===== src/rtl/core_pkg.sv =====
// Shared constants for the five-stage core: default PC layout, stage indices
// and instruction alignment.
package core_pkg;

    localparam int          CORE_XLEN        = 32;
    localparam logic [31:0] CORE_RESET_PC    = 32'h0100_0000;
    localparam logic [31:0] CORE_TRAP_VECTOR = 32'h0100_0100;
    localparam int          CORE_INC         = 4;

    localparam int STG_DEC = 0;
    localparam int STG_EXE = 1;
    localparam int STG_MEM = 2;
    localparam int STG_WB  = 3;

    // Instructions are word aligned; these low PC bits are always zero.
    localparam int ALIGN_BITS = 2;

endpackage


===== src/rtl/pc_stage_reg.sv =====
// One PC+valid pipeline slot: hold keeps the slot, otherwise it loads the
// upstream copy; kill forces the captured valid low in either case.
module pc_stage_reg #(
    parameter int XLEN = 32
) (
    input  logic            clock,
    input  logic            reset,
    input  logic            hold,
    input  logic            kill,
    input  logic [XLEN-1:0] pc_in,
    input  logic            valid_in,
    output logic [XLEN-1:0] pc_out,
    output logic            valid_out
);

    logic [XLEN-1:0] pc_q, pc_d;
    logic            valid_q, valid_d;

    always_comb begin
        pc_d    = pc_q;
        valid_d = valid_q & ~kill;
        if (!hold) begin
            pc_d    = pc_in;
            valid_d = valid_in & ~kill;
        end
    end

    always_ff @(posedge clock) begin
        if (reset) begin
            pc_q    <= '0;
            valid_q <= 1'b0;
        end else begin
            pc_q    <= pc_d;
            valid_q <= valid_d;
        end
    end

    assign pc_out    = pc_q;
    assign valid_out = valid_q;

endmodule


===== src/rtl/pc_pipe_unit.sv =====
// Fetch-PC generator with a shadow pipeline of per-stage PC/valid copies,
// handling stall bubbles, execute-stage redirects and trap flushes.
module pc_pipe_unit
    import core_pkg::*;
#(
    parameter int              XLEN           = CORE_XLEN,
    parameter logic [XLEN-1:0] RESET_PC       = XLEN'(CORE_RESET_PC),
    parameter logic [XLEN-1:0] TRAP_VECTOR    = XLEN'(CORE_TRAP_VECTOR),
    parameter int              STAGES         = 4,
    parameter int              REDIRECT_STAGE = STG_EXE,
    parameter int              INC            = CORE_INC
) (
    input  logic                     clock,
    input  logic                     reset,
    input  logic                     stall,
    input  logic                     redirect_valid,
    input  logic [XLEN-1:0]          redirect_target,
    input  logic                     trap_valid,
    output logic [XLEN-1:0]          pc,
    output logic [XLEN-1:0]          pc_plus_inc,
    output logic [STAGES*XLEN-1:0]   stage_pc,
    output logic [STAGES-1:0]        stage_valid,
    output logic                     misalign_err
);

    logic [XLEN-1:0] pc_q, pc_d;
    logic            misalign_err_q, misalign_err_d;
    logic [XLEN-1:0] aligned_target;

    logic [STAGES-1:0] slot_hold;
    logic [STAGES-1:0] slot_kill;
    logic [XLEN-1:0]   slot_pc_in  [STAGES];
    logic              slot_vld_in [STAGES];
    logic [XLEN-1:0]   slot_pc     [STAGES];
    logic              slot_vld    [STAGES];

    assign aligned_target = {redirect_target[XLEN-1:ALIGN_BITS], ALIGN_BITS'(0)};
    assign pc_plus_inc    = pc_q + XLEN'(INC);

    always_comb begin
        pc_d           = pc_plus_inc;
        misalign_err_d = redirect_valid & (|redirect_target[ALIGN_BITS-1:0]);
        if (trap_valid) begin
            pc_d = TRAP_VECTOR;
        end else if (redirect_valid) begin
            pc_d = aligned_target;
        end else if (stall) begin
            pc_d = pc_q;
        end
    end

    // Slot controls: trap kills everything, redirect kills the wrong-path
    // slots up to the redirecting stage, a bare stall freezes decode and
    // pushes a bubble into the next slot.
    always_comb begin
        slot_hold = '0;
        for (int k = 0; k < STAGES; k++) begin
            slot_kill[k] = trap_valid | (redirect_valid & (k <= REDIRECT_STAGE));
        end
        if (stall && !redirect_valid && !trap_valid) begin
            slot_hold[0] = 1'b1;
            slot_kill[1] = 1'b1;
        end
    end

    always_ff @(posedge clock) begin
        if (reset) begin
            pc_q           <= RESET_PC;
            misalign_err_q <= 1'b0;
        end else begin
            pc_q           <= pc_d;
            misalign_err_q <= misalign_err_d;
        end
    end

    assign slot_pc_in[0]  = pc_q;
    assign slot_vld_in[0] = 1'b1;

    for (genvar k = 0; k < STAGES; k++) begin : g_stage
        if (k > 0) begin : g_link
            assign slot_pc_in[k]  = slot_pc[k-1];
            assign slot_vld_in[k] = slot_vld[k-1];
        end

        pc_stage_reg #(.XLEN(XLEN)) u_slot (
            .clock     (clock),
            .reset     (reset),
            .hold      (slot_hold[k]),
            .kill      (slot_kill[k]),
            .pc_in     (slot_pc_in[k]),
            .valid_in  (slot_vld_in[k]),
            .pc_out    (slot_pc[k]),
            .valid_out (slot_vld[k])
        );

        assign stage_pc[k*XLEN +: XLEN] = slot_pc[k];
        assign stage_valid[k]           = slot_vld[k];
    end

    assign pc           = pc_q;
    assign misalign_err = misalign_err_q;

endmodule


===== config.mk =====
export PLATFORM = sky130hd
export DESIGN_NAME = pc_pipe_unit
export DESIGN_NICKNAME = d
export VERILOG_FILES = /design/src/rtl/core_pkg.sv /design/src/rtl/pc_stage_reg.sv /design/src/rtl/pc_pipe_unit.sv
export SDC_FILE = /design/constraint.sdc
export NUM_CORES = 1
export LEC_CHECK = 0
export CORE_AREA = 5 5 129 131
export CTS_CLUSTER_SIZE = 8
export DETAILED_ROUTE_END_ITERATION = 6
export DIE_AREA = 0 0 134 136
export HOLD_SLACK_MARGIN = 0.12
export PLACE_DENSITY = 0.73
export SLEW_MARGIN = 30
export SYNTH_ARGS = -nofsm -noshare
export SYNTH_HDL_FRONTEND = slang
export SYNTH_SLANG_ARGS = --single-unit
export TNS_END_PERCENT = 30

===== constraint.sdc =====
create_clock -name clock -period 2.76 [get_ports clock]
set_input_delay 0.69 -clock clock [delete_from_list [all_inputs] [get_ports clock]]
set_output_delay 0.69 -clock clock [all_outputs]
set_load 0.1 [all_outputs]

; After elaboration in Yosys (flattened, before gate mapping)
; Index checks and enable logic that the tools add are counted.
[op_classes]
addsub = 1
eq_ne = 2
mux = 6
n_bitwise = 9
reduce_logical = 7
[op_table]
columns = operator, count
row1 = 32-bit 2-to-1 mux, 2
row2 = "32-bit by 3-bit adder with 32-bit output, second input constant", 1
row3 = 9-bit 2-to-1 mux, 1
row4 = 1-bit bitwise AND, 5
row5 = 2-bit OR reduction, 2
row6 = 1-bit 2-to-1 mux, 3
row7 = "3-bit by 1-bit inequality test with 1-bit output, second input constant", 1
row8 = 1-bit NOT, 3
row9 = 3-bit OR reduction, 1
row10 = 1-bit logical AND, 2
row11 = 1-bit zero test, 2
row12 = "2-bit by 1-bit inequality test with 1-bit output, second input constant", 1
row13 = 1-bit OR, 1
[word_totals]
register_bits = 165
inputBits = 37
out_inout_bits = 197
elab_cells = 37

; Longest topological paths before layout
; Gate-level depths: netlist (run 1).
[depth]
ltp_word = 6
ltp_mapped = 7
mapped_depth_nobuf = 5

; Cells and area by module
; A second synthesis (run 1) with hierarchy kept.
[hier_totals]
hier_cells = 714
hier_area_um2 = 7008.0
[modules_own_cells]
columns = mod, instances, cells_each, area_per_inst_um2, seq_area_each_um2
row1 = pc_stage_reg, 4, 107, 1203.7, 660.6
row2 = pc_pipe_unit, 1, 286, 2193.4, 620.6

; Least setup slack after synthesis (run 1)
; No wires, ideal clock.
[synth_timing]
path_kind = register to output
start = register pc_q[2] (netlist: pc[2])
end = output port pc_plus_inc[20]
arrival_ps = 4016
required_time_ps = 2070
path_slack_ps = -1946
path_stages_with_launch = 8
path_buffers = 2
path_cell_list = dfxtp_1 > ha_1 > nand4_1 > clkbuf_1 > nor3_1 > clkbuf_1 > nand4_1 > xnor2_1
[synth_via]
elab_chain_cells = 1
[synth_lines]
columns = item, line_no
row1 = from (decl), pc_pipe_unit.sv:26  ; logic [XLEN-1:0] pc_q, pc_d;
row2 = from (signal assigned), pc_pipe_unit.sv:71  ; pc_q <= pc_d;
row3 = 32-bit by 3-bit adder with 32-bit output, pc_pipe_unit.sv:38  ; assign pc_plus_inc = pc_q + XLEN'(INC);
row4 = to (decl), pc_pipe_unit.sv:20  ; output logic [XLEN-1:0] pc_plus_inc,
; No other way between the ends.

; Worst setup path after layout (run 1)
[layout_timing]
start = register pc_q[2] (netlist: pc[2])
end = output port pc_plus_inc[17]
; Same word-level chain as after synthesis.

==> reports/qor.csv, run 1 <==
stage;metric;value;unit
pwr;part of the power in the clock network;40.4;%
setup_path;Top Family by Delay on Critical Path;buffers and inverters;
floorplan;Cell Rows;46;
final_layout;Fill cells;1260;
logic_synthesis;Yosys top cell area share;51.6;%
timing;Fin. Hold Viols;0;
setup_path;Crit. End Element;output pin;
clock_network;later-pin clock latency in the skew report;0.42;ns
logic_synthesis;Synth area leader;dfxtp_1;
setup_path;critical path, cell by cell;buf_6 > nand4_1 > nor4_4 > buf_6 > buf_4 > nand3_2 > xnor2_4 > buf_12;
outcome;status;finished with violations;
setup_path;Worst Path Buf+Inv;4;
pwr;peak supply drop;428;uV
logic_synthesis;Synth area leaders;dfxtp_1 (52%), nor2b_1 (9.6%), nand2_1 (4.7%);
logic_synthesis;most frequent cell after synthesis;dfxtp_1;
placed_design;pre-CTS setup slack;0.106;ns
logic_synthesis;Post-Syn Area per Cell;9.06;sq um
pwr;sw frac;32.2;%
timing;Worst Skew;0.0102;ns
placed_design;placer congestion estimate;0.873;
setup_path;reg2reg path depth;6;
clock_network;Clock transition at path regs;0.07;ns
floorplan;Initial Util;38.8;%
setup_path;CP max FO;6;
timing;fin crit share;104;%
setup_path;WS Path Type;flop to output pin;
timing;Slew Limit Headroom;66.0;%
clock_network;Clock Sinks;155;
final_layout;nets;929;
clock_network;htree depth;4;
placed_design;hpwl dp;13300;microns
timing;# setup viols final;15;
detailed_routing;drc violations;0;
outcome;failing checks;negative setup slack;
logic_synthesis;Syn Inst Count;663;
setup_path;CP startpoint kind;flop;
detailed_routing;routed len/inst;16.9;microns
final_layout;area delta synth->final;61.0;%
detailed_routing;via count;5456;
timing;unrepaired setup endpoints after global routing;true;
timing;post-layout minimum cycle time;2.86;ns
final_layout;diode count;0;
setup_path;max incr delay on CP;0.36;ns
logic_synthesis;Netlist Area Pre-Place;6010;sq um
detailed_routing;drt first pass iters;5;
detailed_routing;final wirelength;18500;microns
clock_network;clk buf depth;2;
detailed_routing;DRT iter0 DRCs;362;
clock_network;CTS tree;built;
timing;Max Freq;350;MHz
final_layout;ratio of cells with drive above 1 in the final layout;39.2;%
pwr;power density over cell area;581;nW/um^2
timing;setup TNS;-0.926;ns
floorplan;io pins;234;
setup_path;WP data arrival;2.17;ns
floorplan;core area;15500;sq um
pwr;Logic pwr share;17.8;%
timing;worst setup margin;-0.0987;ns
clock_network;Root Driver;clkbuf_16;
min_path;Hold Path Depth;1;
timing;final max-slew violation count;0;
global_route;initial antenna violation count;0;
logic_synthesis;Post-synth top cells;dfxtp_1 (155), nor2b_1 (92), nand2_1 (76);
setup_path;CP max stage cell;dfxtp_4;
placed_design;buffers added on ports;221;
setup_path;most used cell, CP;buf_6;
detailed_routing;ANT nets after route;0;
global_route;gr ovfl total;0;
timing;Worst-Margin Slew;0.510;ns
logic_synthesis;FF+latch count, synth;155;
detailed_routing;drt via density;4.98;
clock_network;Num CTS Buffers;17;
job;maxcap violations;0;
final_layout;Multi-input gate area;3130;sq um
logic_synthesis;Async SR Flop Fraction;0;%
setup_path;WP data required;2.07;ns
pwr;static leakage;4.07;nW
global_route;largest net degree at the start of global routing;123;
pwr;internal power;0.00381;W
logic_synthesis;ys flop type;dfxtp_1;
setup_path;Crit. path cell count;8;
pwr;Flop pwr share;41.8;%
pwr;Psw;0.00181;W
logic_synthesis;Yosys Warn Count;0;
global_route;All-Layer GR Usage;19.4;%
global_route;first-pass GRT wire length;27900;microns
logic_synthesis;EDFF count, synth;0;
floorplan;die width;134;microns
floorplan;die height;136;microns
logic_synthesis;Synth cell types;44;
floorplan;die area;18200;sq um
logic_synthesis;sequential area share after synthesis;51.6;%
min_path;Hold Path Class;flop to flop;
global_route;vias in the first global route;5013;
final_layout;FF/Latch Area;3200;sq um
[routing by layer]
metal	GRT usage, %	routed length [microns]	vias up	part of all wire (%)
met5	0	0	-	0
met1	25.1	7810	2492	42
li1	-	-	2681	-
met2	31.4	8840	251	48
met3	5.59	1440	32	7.8
met4	6.11	391	0	2.1
[registers in the layout (all words and copies together) (netlist names)]
register,cells
g_stage.u_slot.pc_out,120
g_stage.u_slot.valid_out,4
misalign_err,1
pc,30
[worst reg2reg max path, delay by kind of cell (launching register included)]
family                     cells  cell delay, ns
DFF                            1            0.36
adders and majority gates      1            0.13
AOI/OAI and AO/OA              1            0.25
buffers and inverters          1            0.17
and+or+nand+nor                3            1.01
[metrics by stage]
stage / cell area, sq um / power [W] / util [%] / hold slack [ns] / cells
6_report: 9670 / 0.00562 / 62.5 / 0.460 / 1095
2_1_floorplan: 6630 / 0.00313 / - / 0.431 / 674
5_1_grt: 9670 / 0.00581 / 62.5 / 0.464 / 1095
3_5_place_dp: 8780 / 0.00338 / 56.7 / 0.446 / 1043
3_3_place_gp: 8780 / 0.00338 / 56.7 / 0.438 / 1043
4_1_cts: 9540 / 0.00566 / 61.6 / 0.463 / 1085
[timing repair]
action / 4_1_cts / 5_1_grt
pin swaps: 17 / 8
hold buffers: 0 / 0
endpoints found under the setup margin: 19 / 22
gates resized for setup: 22 / 16
buffers inserted: 11 / 10
[logic make-up after synthesis]
kind of cell / share of synthesized area [%]
and+or+nand+nor: 26.7
DFF: 51.6
AOI/OAI and AO/OA: 8.98
buffers and inverters: 6.39
xor gates and xnor gates: 5.83
adders and majority gates: 0.208
other: 0.0624
muxes: 0.167
[layout make-up]
type / count / area share, %
well taps: 192 / 2.48
multi-input cells: 436 / 32.4
clock inverters: 14 / 1.51
clock buffers: 17 / 4.40
flip-flops and latches: 155 / 33.1
repair buffers: 271 / 25.7
inverters: 10 / 0.427
[placed cells by master, fill, tap and decap left out, drive strengths merged, types with 2 or more instances in the layout]
cell	Yosys	layout
nand3	13	13
or3	5	5
nor4b	2	2
nand2	76	76
nand4	17	17
a21oi	41	41
nor2	17	17
and2	2	2
and4	12	12
a311oi	4	4
nor2b	92	92
o21ai	17	17
xnor2	31	31
inv	10	19
o31ai	4	4
nor4	14	14
or4	3	3
o31a	2	2
conb	1	12
and3	5	5
clkdlybuf4s50	0	35
nor3	25	25
dfxtp	155	155
or2	4	4
a211oi	9	9
xor2	9	9
buf	25	236
a31oi	6	6
clkbuf	48	17
clkinvlp	0	3
nand4b	3	3
[path summary, 6_finish.rpt]
path,from,endpoint,slack (ns)
max,pc[2]$_SDFFE_PP0P_,pc_plus_inc[17],-0.1
min,g_stage[2].u_slot.valid_out$_SDFF_PP0_,g_stage[3].u_slot.valid_out$_SDFF_PP0_,0.46
max reg2reg,pc[3]$_SDFFE_PP0P_,pc[18]$_SDFFE_PP0P_,0.73
min reg2reg,g_stage[2].u_slot.valid_out$_SDFF_PP0_,g_stage[3].u_slot.valid_out$_SDFF_PP0_,0.46
[power groups by stage]
stage                     Sequential (W)  Combinational, W  Clock (W)
final                            0.00235          0.000999    0.00227
after global routing             0.00235           0.00103    0.00243
after CTS                        0.00234          0.000994    0.00232
after detailed placement         0.00240          0.000985          0
after global placement           0.00240          0.000983          0
after floorplan                  0.00271          0.000418          0
Note: power is estimated with default switching activity, not from simulation.
==> inputs of run 2 (changes only) <==
--- a/config.mk
+++ b/config.mk
@@ -15,4 +15,3 @@
 export SYNTH_ARGS = -nofsm -noshare
 export SYNTH_HDL_FRONTEND = slang
 export SYNTH_SLANG_ARGS = --single-unit
-export TNS_END_PERCENT = 30
==> reports/qor.csv, run 2 (synthesis gave the netlist of run 1 again) <==
stage;metric;value;unit
timing;setup TNS;-0.966;ns
clock_network;later-pin clock latency in the skew report;0.42;ns
clock_network;Root Driver;clkbuf_16;
min_path;min-delay src;g_stage[2].u_slot.valid_out$_SDFF_PP0_;
global_route;All-Layer GR Usage;20.6;%
clock_network;Clock transition at path regs;0.06;ns
final_layout;most common cell after layout, fill and taps aside;buf_4;
detailed_routing;drc violations;0;
timing;fin crit share;105;%
final_layout;max reg flops;120;
final_layout;diode count;0;
global_route;gr ovfl total;0;
pwr;part of the power in the clock network;39.9;%
timing;unrepaired setup endpoints after global routing;true;
detailed_routing;ANT nets after route;0;
timing;Slew Limit Headroom;59.5;%
floorplan;io pins;234;
timing;post-layout minimum cycle time;2.90;ns
floorplan;core area;15500;sq um
pwr;static leakage;4.11;nW
floorplan;Initial Util;38.8;%
final_layout;ratio of cells with drive above 1 in the final layout;39.6;%
detailed_routing;routed len/inst;17.3;microns
clock_network;Clock Sinks;155;
floorplan;die area;18200;sq um
global_route;first-pass GRT wire length;29600;microns
placed_design;placed instance area;8910;sq um
outcome;failing checks;negative setup slack;
timing;Worst Skew;0.0151;ns
timing;worst setup margin;-0.140;ns
pwr;internal power;0.00383;W
setup_path;FF-to-FF End;pc[18]$_SDFFE_PP0P_;
clock_network;CTS tree;built;
setup_path;WP data arrival;2.21;ns
pwr;sw frac;31.4;%
timing;# setup viols final;14;
pwr;power density over cell area;569;nW/um^2
placed_design;buffers added on ports;221;
pwr;Flop pwr share;42.0;%
final_layout;nets;932;
timing;Worst-Margin Slew;0.606;ns
final_layout;design area;9820;sq um
final_layout;most frequent cells in the layout;buf_4 (205), dfxtp_1 (126), nor2b_1 (92);
global_route;vias in the first global route;5349;
timing;hold slack;0.457;ns
job;maxcap violations;0;
final_layout;area delta synth->final;63.4;%
setup_path;reg-to-reg slack, setup;0.72;ns
final_layout;final core occ;63.4;%
detailed_routing;drt via density;4.99;
placed_design;hpwl dp;13800;microns
pwr;Logic pwr share;18.1;%
final_layout;Multi-input gate area;3270;sq um
outcome;status;finished with violations;
clock_network;htree depth;4;
pwr;Psw;0.00176;W
timing;Max Freq;345;MHz
floorplan;Cell Rows;46;
setup_path;CP startpoint kind;flop;
clock_network;Num CTS Buffers;17;
global_route;largest net degree at the start of global routing;123;
setup_path;Setup crit end;pc_plus_inc[23];
pwr;peak supply drop;436;uV
detailed_routing;DRT iter0 DRCs;381;
setup_path;WS Path Type;flop to output pin;
setup_path;worst r2r src;pc[2]$_SDFFE_PP0P_;
timing;Fin. Hold Viols;0;
floorplan;die width;134;microns
setup_path;CP max FO;6;
final_layout;Fill cells;1273;
final_layout;FF/Latch Area;3200;sq um
clock_network;Hold Buf Count CTS;0;
min_path;Hold Path Class;flop to flop;
detailed_routing;drt first pass iters;5;
placed_design;pre-CTS setup slack;0.148;ns
detailed_routing;via count;5486;
setup_path;WP data required;2.07;ns
setup_path;Crit. End Element;output pin;
setup_path;Worst Setup SP;pc[3]$_SDFFE_PP0P_;
timing;final max-slew violation count;0;
detailed_routing;final wirelength;19100;microns
setup_path;reg2reg path depth;6;
clock_network;clk buf depth;2;
global_route;initial antenna violation count;0;
floorplan;die height;136;microns
placed_design;placer congestion estimate;0.843;
-- run 2: cell types whose count changed in the layout (fill, tap and decap cells not counted), moves of 4 or more --
cell | before | now
buf_4 | 201 | 205
xor2_2 | 5 | 0
xor2_4 | 3 | 8
nand3_4 | 1 | 5
nand3_1 | 9 | 5
-- run 2: worst min path at each step --
stage	endpoint	cells past startpoint
final	g_stage[3].u_slot.valid_out$_SDFF_PP0_	1
after global routing	g_stage[3].u_slot.pc_out[11]$_SDFF_PP0_	1
after CTS	g_stage[3].u_slot.valid_out$_SDFF_PP0_	1
after detailed placement	g_stage[3].u_slot.valid_out$_SDFF_PP0_	1
after global placement	g_stage[3].u_slot.valid_out$_SDFF_PP0_	1
after floorplan	g_stage[2].u_slot.valid_out$_SDFF_PP0_	1
-- run 2: area by class of cell --
class	instances	share of cell area, %
multi-input cells	436	33.3
clock buffers	23	5.08
repair buffers	274	25.4
well taps	192	2.45
flip-flops and latches	155	32.6
clock inverters	9	0.765
inverters	10	0.382
-- run 2: per-stage QoR --
| stage | std cells | total power [W] |
|---|---|---|
| after floorplan | 674 | 0.00313 |
| after global placement | 1040 | 0.00338 |
| after detailed placement | 1040 | 0.00339 |
| after CTS | 1097 | 0.00563 |
| after global routing | 1099 | 0.00577 |
| final | 1099 | 0.00558 |
-- run 2: worst max-delay path: stages (launching register included) --
cell     delay (ns)
dfxtp_4        0.36
buf_4          0.14
nand4_1        0.19
nor4_4         0.26
buf_6          0.18
nand4_1        0.21
xnor2_4        0.26
buf_12         0.19
-- run 2: power by group through the flow --
stage	Sequential, W	Combinational [W]	Clock, W
2_1_floorplan	0.00271	0.000427	0
3_3_place_gp	0.00240	0.000980	0
3_5_place_dp	0.00240	0.000985	0
4_1_cts	0.00234	0.00101	0.00228
5_1_grt	0.00235	0.00104	0.00238
6_report	0.00235	0.00101	0.00223
-- run 2: metal layers --
metal	share of wire [%]	up-vias	global-route usage, %
met5	0	-	0
met4	1.5	0	6.80
met3	6.9	23	5.44
met2	50	227	35.1
met1	42	2554	25.4
li1	-	2682	-
-- run 2: repair_timing --
item	4_1_cts	5_1_grt
gates cloned	2	0
pin swaps	16	6
resized for setup	20	6
setup buffers	23	2
endpoints found under the setup margin	19	21
